--- src/rtl/wb_serializer_fifo_pkg.sv ---
// Register map, control-field layout and FSM encoding shared by the Wishbone serializer.
package wb_serializer_fifo_pkg;

    localparam logic [1:0] ADR_TXDATA = 2'd0;
    localparam logic [1:0] ADR_STATUS = 2'd1;
    localparam logic [1:0] ADR_CTRL   = 2'd2;

    localparam int CTRL_TX_EN  = 16;
    localparam int CTRL_IRQ_EN = 17;
    localparam int CTRL_FLUSH  = 18;

    typedef enum logic [1:0] {
        IDLE  = 2'd0,
        LOAD  = 2'd1,
        SHIFT = 2'd2
    } ser_state_t;

    typedef struct packed {
        logic irq_en;
        logic tx_en;
    } ctrl_t;

    function automatic logic [31:0] status_word(input logic [7:0] count, input logic busy,
                                                input logic full, input logic empty);
        return {16'h0, count, 5'b0, busy, full, empty};
    endfunction

endpackage

--- src/rtl/wb_ser_fifo.sv ---
// Synchronous TX FIFO with flush; occupancy count runs 0..DEPTH, pointers wrap modulo DEPTH.
module wb_ser_fifo #(
    parameter int WIDTH = 27,
    parameter int DEPTH = 8
) (
    input  logic                     clk_i,
    input  logic                     rst_i,
    input  logic                     push_i,
    input  logic                     pop_i,
    input  logic                     flush_i,
    input  logic [WIDTH-1:0]         din_i,
    output logic [WIDTH-1:0]         dout_o,
    output logic                     full_o,
    output logic                     empty_o,
    output logic [$clog2(DEPTH):0]   count_o
);

    localparam int AW = $clog2(DEPTH);
    localparam int CW = AW + 1;

    logic [WIDTH-1:0] r_mem [DEPTH];
    logic [AW-1:0]    r_wr_ptr;
    logic [AW-1:0]    r_rd_ptr;
    logic [CW-1:0]    r_count;
    logic             w_push;
    logic             w_pop;

    assign full_o  = (r_count == CW'(DEPTH));
    assign empty_o = (r_count == '0);
    assign count_o = r_count;
    assign dout_o  = r_mem[r_rd_ptr];
    assign w_push  = push_i & ~full_o;
    assign w_pop   = pop_i & ~empty_o;

    // NOTE: the storage array is not reset; pointers and count alone define which entries are valid.
    always_ff @(posedge clk_i) begin
        if (w_push) begin
            r_mem[r_wr_ptr] <= din_i;
        end
    end

    // NOTE: sequential state uses non-blocking assignments so every register samples pre-edge values.
    always_ff @(posedge clk_i or posedge rst_i) begin
        if (rst_i) begin
            r_wr_ptr <= '0;
            r_rd_ptr <= '0;
            r_count  <= '0;
        end else if (flush_i) begin
            r_wr_ptr <= '0;
            r_rd_ptr <= '0;
            r_count  <= '0;
        end else begin
            if (w_push) r_wr_ptr <= r_wr_ptr + 1'b1;
            if (w_pop)  r_rd_ptr <= r_rd_ptr + 1'b1;
            case ({w_push, w_pop})
                2'b10:   r_count <= r_count + 1'b1;
                2'b01:   r_count <= r_count - 1'b1;
                default: r_count <= r_count;
            endcase
        end
    end

endmodule

--- src/rtl/wb_serializer_fifo.sv ---
// Wishbone-slave serial transmitter: queued words shifted out MSB-first at a programmable bit rate.
module wb_serializer_fifo #(
    parameter int SYM_W      = 9,
    parameter int NUM_SYM    = 3,
    parameter int FIFO_DEPTH = 8,
    parameter int DIV_W      = 8
) (
    input  logic        clk_i,
    input  logic        rst_i,
    input  logic        CYC_I,
    input  logic        STB_I,
    input  logic        WE_I,
    input  logic [31:0] ADR_I,
    input  logic [31:0] DAT_I,
    output logic [31:0] DAT_O,
    output logic        ACK_O,
    output logic        ERR_O,
    output logic        data_o,
    output logic        ena_o,
    output logic        irq_o
);

    import wb_serializer_fifo_pkg::*;

    localparam int WORD_W = NUM_SYM * SYM_W;
    localparam int BW     = $clog2(WORD_W);
    localparam int CW     = $clog2(FIFO_DEPTH) + 1;

    logic              r_ack;
    logic              r_err;
    logic [31:0]       r_dat;
    ctrl_t             r_ctrl;
    logic [DIV_W-1:0]  r_div;
    ser_state_t        r_state;
    ser_state_t        w_next;
    logic [WORD_W-1:0] r_shreg;
    logic [BW-1:0]     r_bitcnt;
    logic [DIV_W-1:0]  r_div_lat;
    logic [DIV_W-1:0]  r_div_cnt;

    logic              w_req;
    logic              w_push;
    logic              w_ctrl_wr;
    logic              w_flush;
    logic              w_err;
    logic [31:0]       w_rdata;
    logic [31:0]       w_ctrl_rd;
    logic [31:0]       w_status;
    logic              w_pop;
    logic              w_busy;
    logic              w_full;
    logic              w_empty;
    logic [CW-1:0]     w_count;
    logic [WORD_W-1:0] w_head;
    logic              w_start;
    logic              w_period_end;
    logic              w_unused;

    assign w_unused = ^{ADR_I, DAT_I};

    wb_ser_fifo #(
        .WIDTH (WORD_W),
        .DEPTH (FIFO_DEPTH)
    ) u_fifo (
        .clk_i   (clk_i),
        .rst_i   (rst_i),
        .push_i  (w_push),
        .pop_i   (w_pop),
        .flush_i (w_flush),
        .din_i   (DAT_I[WORD_W-1:0]),
        .dout_o  (w_head),
        .full_o  (w_full),
        .empty_o (w_empty),
        .count_o (w_count)
    );

    // A request is only seen while no response is pending, so each access has one side effect.
    assign w_req    = CYC_I & STB_I & ~(r_ack | r_err);
    assign w_flush  = w_ctrl_wr & DAT_I[CTRL_FLUSH];
    assign w_status = status_word(8'(w_count), w_busy, w_full, w_empty);

    always_comb begin
        w_ctrl_rd                 = '0;
        w_ctrl_rd[DIV_W-1:0]      = r_div;
        w_ctrl_rd[CTRL_TX_EN]     = r_ctrl.tx_en;
        w_ctrl_rd[CTRL_IRQ_EN]    = r_ctrl.irq_en;
    end

    // NOTE: every signal written here gets a default first, so no path can infer a latch.
    always_comb begin
        w_push    = 1'b0;
        w_ctrl_wr = 1'b0;
        w_err     = 1'b0;
        w_rdata   = '0;
        if (w_req) begin
            case (ADR_I[3:2])
                ADR_TXDATA: begin
                    if (WE_I) begin
                        if (w_full) w_err  = 1'b1;
                        else        w_push = 1'b1;
                    end
                end
                ADR_STATUS: begin
                    if (WE_I) w_err   = 1'b1;
                    else      w_rdata = w_status;
                end
                ADR_CTRL: begin
                    if (WE_I) w_ctrl_wr = 1'b1;
                    else      w_rdata   = w_ctrl_rd;
                end
                default: w_err = 1'b1;
            endcase
        end
    end

    always_ff @(posedge clk_i or posedge rst_i) begin
        if (rst_i) begin
            r_ack  <= 1'b0;
            r_err  <= 1'b0;
            r_dat  <= '0;
            r_ctrl <= '0;
            r_div  <= '0;
        end else begin
            r_ack <= w_req & ~w_err;
            r_err <= w_err;
            r_dat <= w_rdata;
            if (w_ctrl_wr) begin
                r_div         <= DAT_I[DIV_W-1:0];
                r_ctrl.tx_en  <= DAT_I[CTRL_TX_EN];
                r_ctrl.irq_en <= DAT_I[CTRL_IRQ_EN];
            end
        end
    end

    assign ACK_O = r_ack;
    assign ERR_O = r_err;
    assign DAT_O = r_dat;

    // A flush in flight suppresses the next LOAD so it never pops a just-emptied FIFO.
    assign w_start      = r_ctrl.tx_en & ~w_empty & ~w_flush;
    assign w_period_end = (r_div_cnt == r_div_lat);

    always_ff @(posedge clk_i or posedge rst_i) begin
        if (rst_i) r_state <= IDLE;
        else       r_state <= w_next;
    end

    always_comb begin
        w_next = r_state;
        case (r_state)
            IDLE:  if (w_start) w_next = LOAD;
            LOAD:  w_next = SHIFT;
            SHIFT: begin
                if (w_period_end && (r_bitcnt == '0)) w_next = w_start ? LOAD : IDLE;
            end
            default: w_next = IDLE;
        endcase
    end

    always_comb begin
        w_pop  = (r_state == LOAD);
        w_busy = (r_state != IDLE);
        ena_o  = (r_state == SHIFT);
        data_o = (r_state == SHIFT) ? r_shreg[WORD_W-1] : 1'b0;
    end

    assign irq_o = w_empty & (r_state == IDLE) & r_ctrl.irq_en;

    always_ff @(posedge clk_i or posedge rst_i) begin
        if (rst_i) begin
            r_shreg   <= '0;
            r_bitcnt  <= '0;
            r_div_lat <= '0;
            r_div_cnt <= '0;
        end else if (r_state == LOAD) begin
            r_shreg   <= w_head;
            r_bitcnt  <= BW'(WORD_W - 1);
            r_div_lat <= r_div;
            r_div_cnt <= '0;
        end else if (r_state == SHIFT) begin
            if (w_period_end) begin
                r_shreg   <= {r_shreg[WORD_W-2:0], 1'b0};
                r_bitcnt  <= r_bitcnt - 1'b1;
                r_div_cnt <= '0;
            end else begin
                r_div_cnt <= r_div_cnt + 1'b1;
            end
        end
    end

endmodule
--- config.mk ---
export PLATFORM = sky130hd
export DESIGN_NAME = wb_serializer_fifo
export DESIGN_NICKNAME = d
export VERILOG_FILES = /design/src/rtl/wb_serializer_fifo_pkg.sv /design/src/rtl/wb_ser_fifo.sv /design/src/rtl/wb_serializer_fifo.sv
export SDC_FILE = /design/constraint.sdc
export NUM_CORES = 1
export LEC_CHECK = 0
export CAP_MARGIN = 0
export CORE_MARGIN = 2
export CORE_UTILIZATION = 31
export CTS_BUF_LIST = sky130_fd_sc_hd__clkbuf_16
export CTS_CLUSTER_DIAMETER = 100
export DETAILED_ROUTE_END_ITERATION = 7
export DONT_BUFFER_PORTS = 1
export PLACE_DENSITY_LB_ADDON = 0.25
export REMOVE_ABC_BUFFERS = 1
export SLEW_MARGIN = 20
export SYNTH_ARGS = -nofsm -noshare
export SYNTH_HDL_FRONTEND = slang
export SYNTH_SLANG_ARGS = --single-unit
--- constraint.sdc ---
create_clock -name clk_i -period 4.4 [get_ports clk_i]
set_clock_uncertainty 0.2 [all_clocks]
set_input_delay 0.66 -clock clk_i [delete_from_list [all_inputs] [get_ports clk_i]]
set_output_delay 0.66 -clock clk_i [all_outputs]
set_load 0.005 [all_outputs]
==> metrics.md <==
| Metric | Value |
|---|---|
| Layout cells sized above 1 | `0.180` |
| WHS | `0.0445 ns` |
| Drt first pass iters | `5` |
| Tightest Pin Transition | `0.926 ns` |
| Die width | `204 um` |
| Total negative setup slack | `0 ns` |
| CTS root buf | `clkbuf_16` |
| Initial Utilization | `0.313` |
| Slew headroom | `0.381` |
| Endpoints failing setup | `0` |
| Max frequency | `316 MHz` |
| Primary FF master, synth | `edfxtp_1` |
| CTS tree | `done` |
| Final Cycle Share | `0.720` |
| Leakage | `0.00531 uW` |
| CP cell instances | `nand4bb_1, a211oi_1, inv_1, ha_1, xor2_1, ha_1, a21oi_1, xor2_1, or3_1, a21oi_1` |
| Routability Congestion | `0.711` |
| Design Power | `8270 uW` |
| Area delta synth->final | `15.6%` |
| Total Routing Usage GR | `0.125` |
| Routed wire length | `25.9 mm` |
| Crit end category | `register` |
| EDFF count, synth | `216` |
| Status | `completed` |
| CP max FO | `6` |
| Vias per cell | `4.86` |
| Met1 Wirelength | `12.3 mm` |
| Routed length per instance | `18.8 um` |
| First-pass GRT wire length | `40.3 mm` |
| Total die area | `0.0415 mm^2` |
| Critical path arrival | `3.45 ns` |
| Hold crit path type | `in2reg` |
| Synth cell types | `53` |
| Worst-skew pair later-pin latency | `0.56 ns` |
| Power density cells | `578 mW/mm^2` |
| Drt initial violations | `330` |
| Slowest Stage Delay on Critical Path | `0.55 ns` |
| Wire length on met2 | `11.8 mm` |
| Gate Count Post-Synth | `782` |
| Synthesized cell area | `0.0124 mm^2` |
| Buf/Inv on CP | `1` |
| I/O pin count | `106` |
| Final-stage net count | `911` |
| Clock transition at the registers of the reported paths | `0.06 ns` |
| Yosys warns | `0` |
| Cell row count | `73` |
| Post-synth ARST share | `0.285` |
| Hold Vio Cnt, Final | `0` |
| I/O Buffers | `0` |
| Max Transition Viols Final | `0` |
| Via Count | `6,683` |
| Min cycle time layout | `3.17 ns` |
| Largest net degree at the start of global routing | `72` |
| Top Metal Used | `met4` |
| Layout filler cell count | `3,752` |
| Seq/Total Area, Yosys | `0.698` |
| CTS Buf Count | `31` |
| CTS H-tree lvls | `1` |
| Diode count | `0` |
| Fin util | `0.362` |
| Vias in the first global route | `6,790` |
| RSZ-0062 raised after global routing | `no` |
| Routed met3 length | `1.38 mm` |
| Initial antenna violation count | `0` |
| Startpoint types | `register` |
| DP HPWL | `14.3 mm` |
| ANT nets after route | `0` |
| Worst Setup Path Type | `reg2reg` |
| Drc violations | `0` |
| CTS Buffer Depth | `3` |
| Critical-path top delay cell | `a211oi_1` |
| Grt ovf | `0` |
| VDD IR max | `0.000306 V` |
| Data required time of the worst path | `4.68 ns` |
| Maxcap violations | `0` |
| CTS Sinks | `302` |
| Delay-heaviest family, CP | `compound AO/OA/AOI/OAI gates` |
| Post-synthesis register bit count | `302` |
| Core Box Area | `0.0395 mm^2` |
| Die height | `204 um` |
| Post-Syn Area per Cell | `15.8 um^2` |
-- Yosys cell counts, types with 4 or more instances --
library cell / number / area, um^2
a21oi_1: 6 / 30.0
a221o_1: 26 / 260
a22o_1: 26 / 228
and2_1: 8 / 50.1
and3_1: 6 / 37.5
buf_2: 14 / 70.1
buf_4: 21 / 158
clkbuf_1: 15 / 56.3
dfrtp_1: 86 / 2150
edfxtp_1: 216 / 6490
ha_1: 17 / 213
inv_1: 12 / 45.0
mux2_2: 73 / 822
mux2i_1: 56 / 561
nand2_1: 18 / 67.6
nand2b_1: 7 / 43.8
nand3_1: 7 / 35.0
nand4_1: 5 / 31.3
nor2_1: 37 / 139
nor2b_1: 4 / 25.0
nor3_1: 34 / 170
o22ai_1: 27 / 169
xnor2_1: 4 / 35.0
xor2_1: 15 / 131
-- cell usage in the layout, fill, tap and decap left out, types with 6 or more instances in the layout --
cell / Yosys / layout
a21oi_1: 6 / 6
a221o_1: 26 / 26
a22o_1: 26 / 26
and2_1: 8 / 8
and3_1: 6 / 6
buf_4: 21 / 16
clkbuf_16: 0 / 31
conb_1: 1 / 18
dfrtp_1: 86 / 85
dlygate4sd3_1: 0 / 29
edfxtp_1: 216 / 216
ha_1: 17 / 17
inv_1: 12 / 25
mux2_2: 73 / 73
mux2i_1: 56 / 56
nand2_1: 18 / 18
nand2b_1: 7 / 6
nand3_1: 7 / 7
nor2_1: 37 / 30
nor2_4: 1 / 8
nor3_1: 34 / 32
o22ai_1: 27 / 27
xor2_1: 15 / 15
-- per-layer routing --
| metal | vias to the layer above | track usage |
|---|---|---|
| li1 | 3082 | - |
| met2 | 168 | 0.197 |
| met3 | 32 | 0.0233 |
| met1 | 3401 | 0.182 |
| met5 | - | 0 |
| met4 | 0 | 0.0242 |
-- power by group --
group | leakage (uW) | switching (uW) | internal [uW]
registers | 0.00304 | 311 | 3320
clock network | 0.000551 | 1070 | 1520
logic | 0.00172 | 1070 | 975
-- flip-flops by register name (all words and copies together) (netlist names) --
signal           flops
u_fifo.r_mem       216
r_state              2
r_bitcnt             5
r_div_lat            8
u_fifo.r_wr_ptr      3
u_fifo.count_o       4
r_ctrl               2
u_fifo.r_rd_ptr      3
ERR_O                1
DAT_O               14
r_div                8
ACK_O                1
r_div_cnt            8
r_shreg             27
-- metrics by stage --
step / worst slack (ns) / cell area (um^2) / cells
floorplan: 0.0719 / 12100 / 746
global placement: 1.07 / 13000 / 1288
detailed placement: 1.03 / 13000 / 1288
CTS: 1.20 / 14300 / 1375
global route: 0.794 / 14300 / 1375
finish: 1.23 / 14300 / 1375
-- worst paths after layout --
kind | startpoint | endpoint | slack [ns] | depth (start not counted)
max | ACK_O | u_fifo.count_o[2] | 1.23 | 10
min | DAT_I[5] | r_div[5] | 0.04 | 1
max reg2reg | ACK_O | u_fifo.count_o[2] | 1.23 | 10
min reg2reg | r_shreg[0] | r_shreg[0] | 0.28 | 1
max in group asynchronous | rst_i | r_shreg[3] | 2.54 | 3
min in group asynchronous | rst_i | DAT_O[5] | 0.55 | 2
-- area by class of cell --
cell class	count	area, um^2	share of cell area
clock inverters	27	238	0.0166
flip-flops and latches	302	8640	0.604
repair buffers	46	430	0.0301
clock buffers	31	776	0.0542
well taps	525	657	0.0459
inverters	12	47.5	0.00332
multi-input cells	432	3520	0.246
-- repair_timing --
item                      in CTS  in global routing
resized for setup              0                  0
hold buffers                  29                  0
hold endpoints to repair     280                  0
buffers inserted               0                  0
-- cell families (layout without fill, tap and decap cells) --
group                      after synthesis  count (layout)  share of synthesized area
muxes                                  130             130                      0.114
AOI/OAI and AO/OA                      112             112                     0.0732
xor gates and xnor gates                19              19                     0.0134
other                                    1              18                   0.000303
and+or+nand+nor                        136             136                     0.0555
adders and majority gates               17              17                     0.0172
buffers and inverters                   65             116                     0.0287
DFF                                    302             302                      0.698
Note: power is estimated with default switching activity, not from simulation.
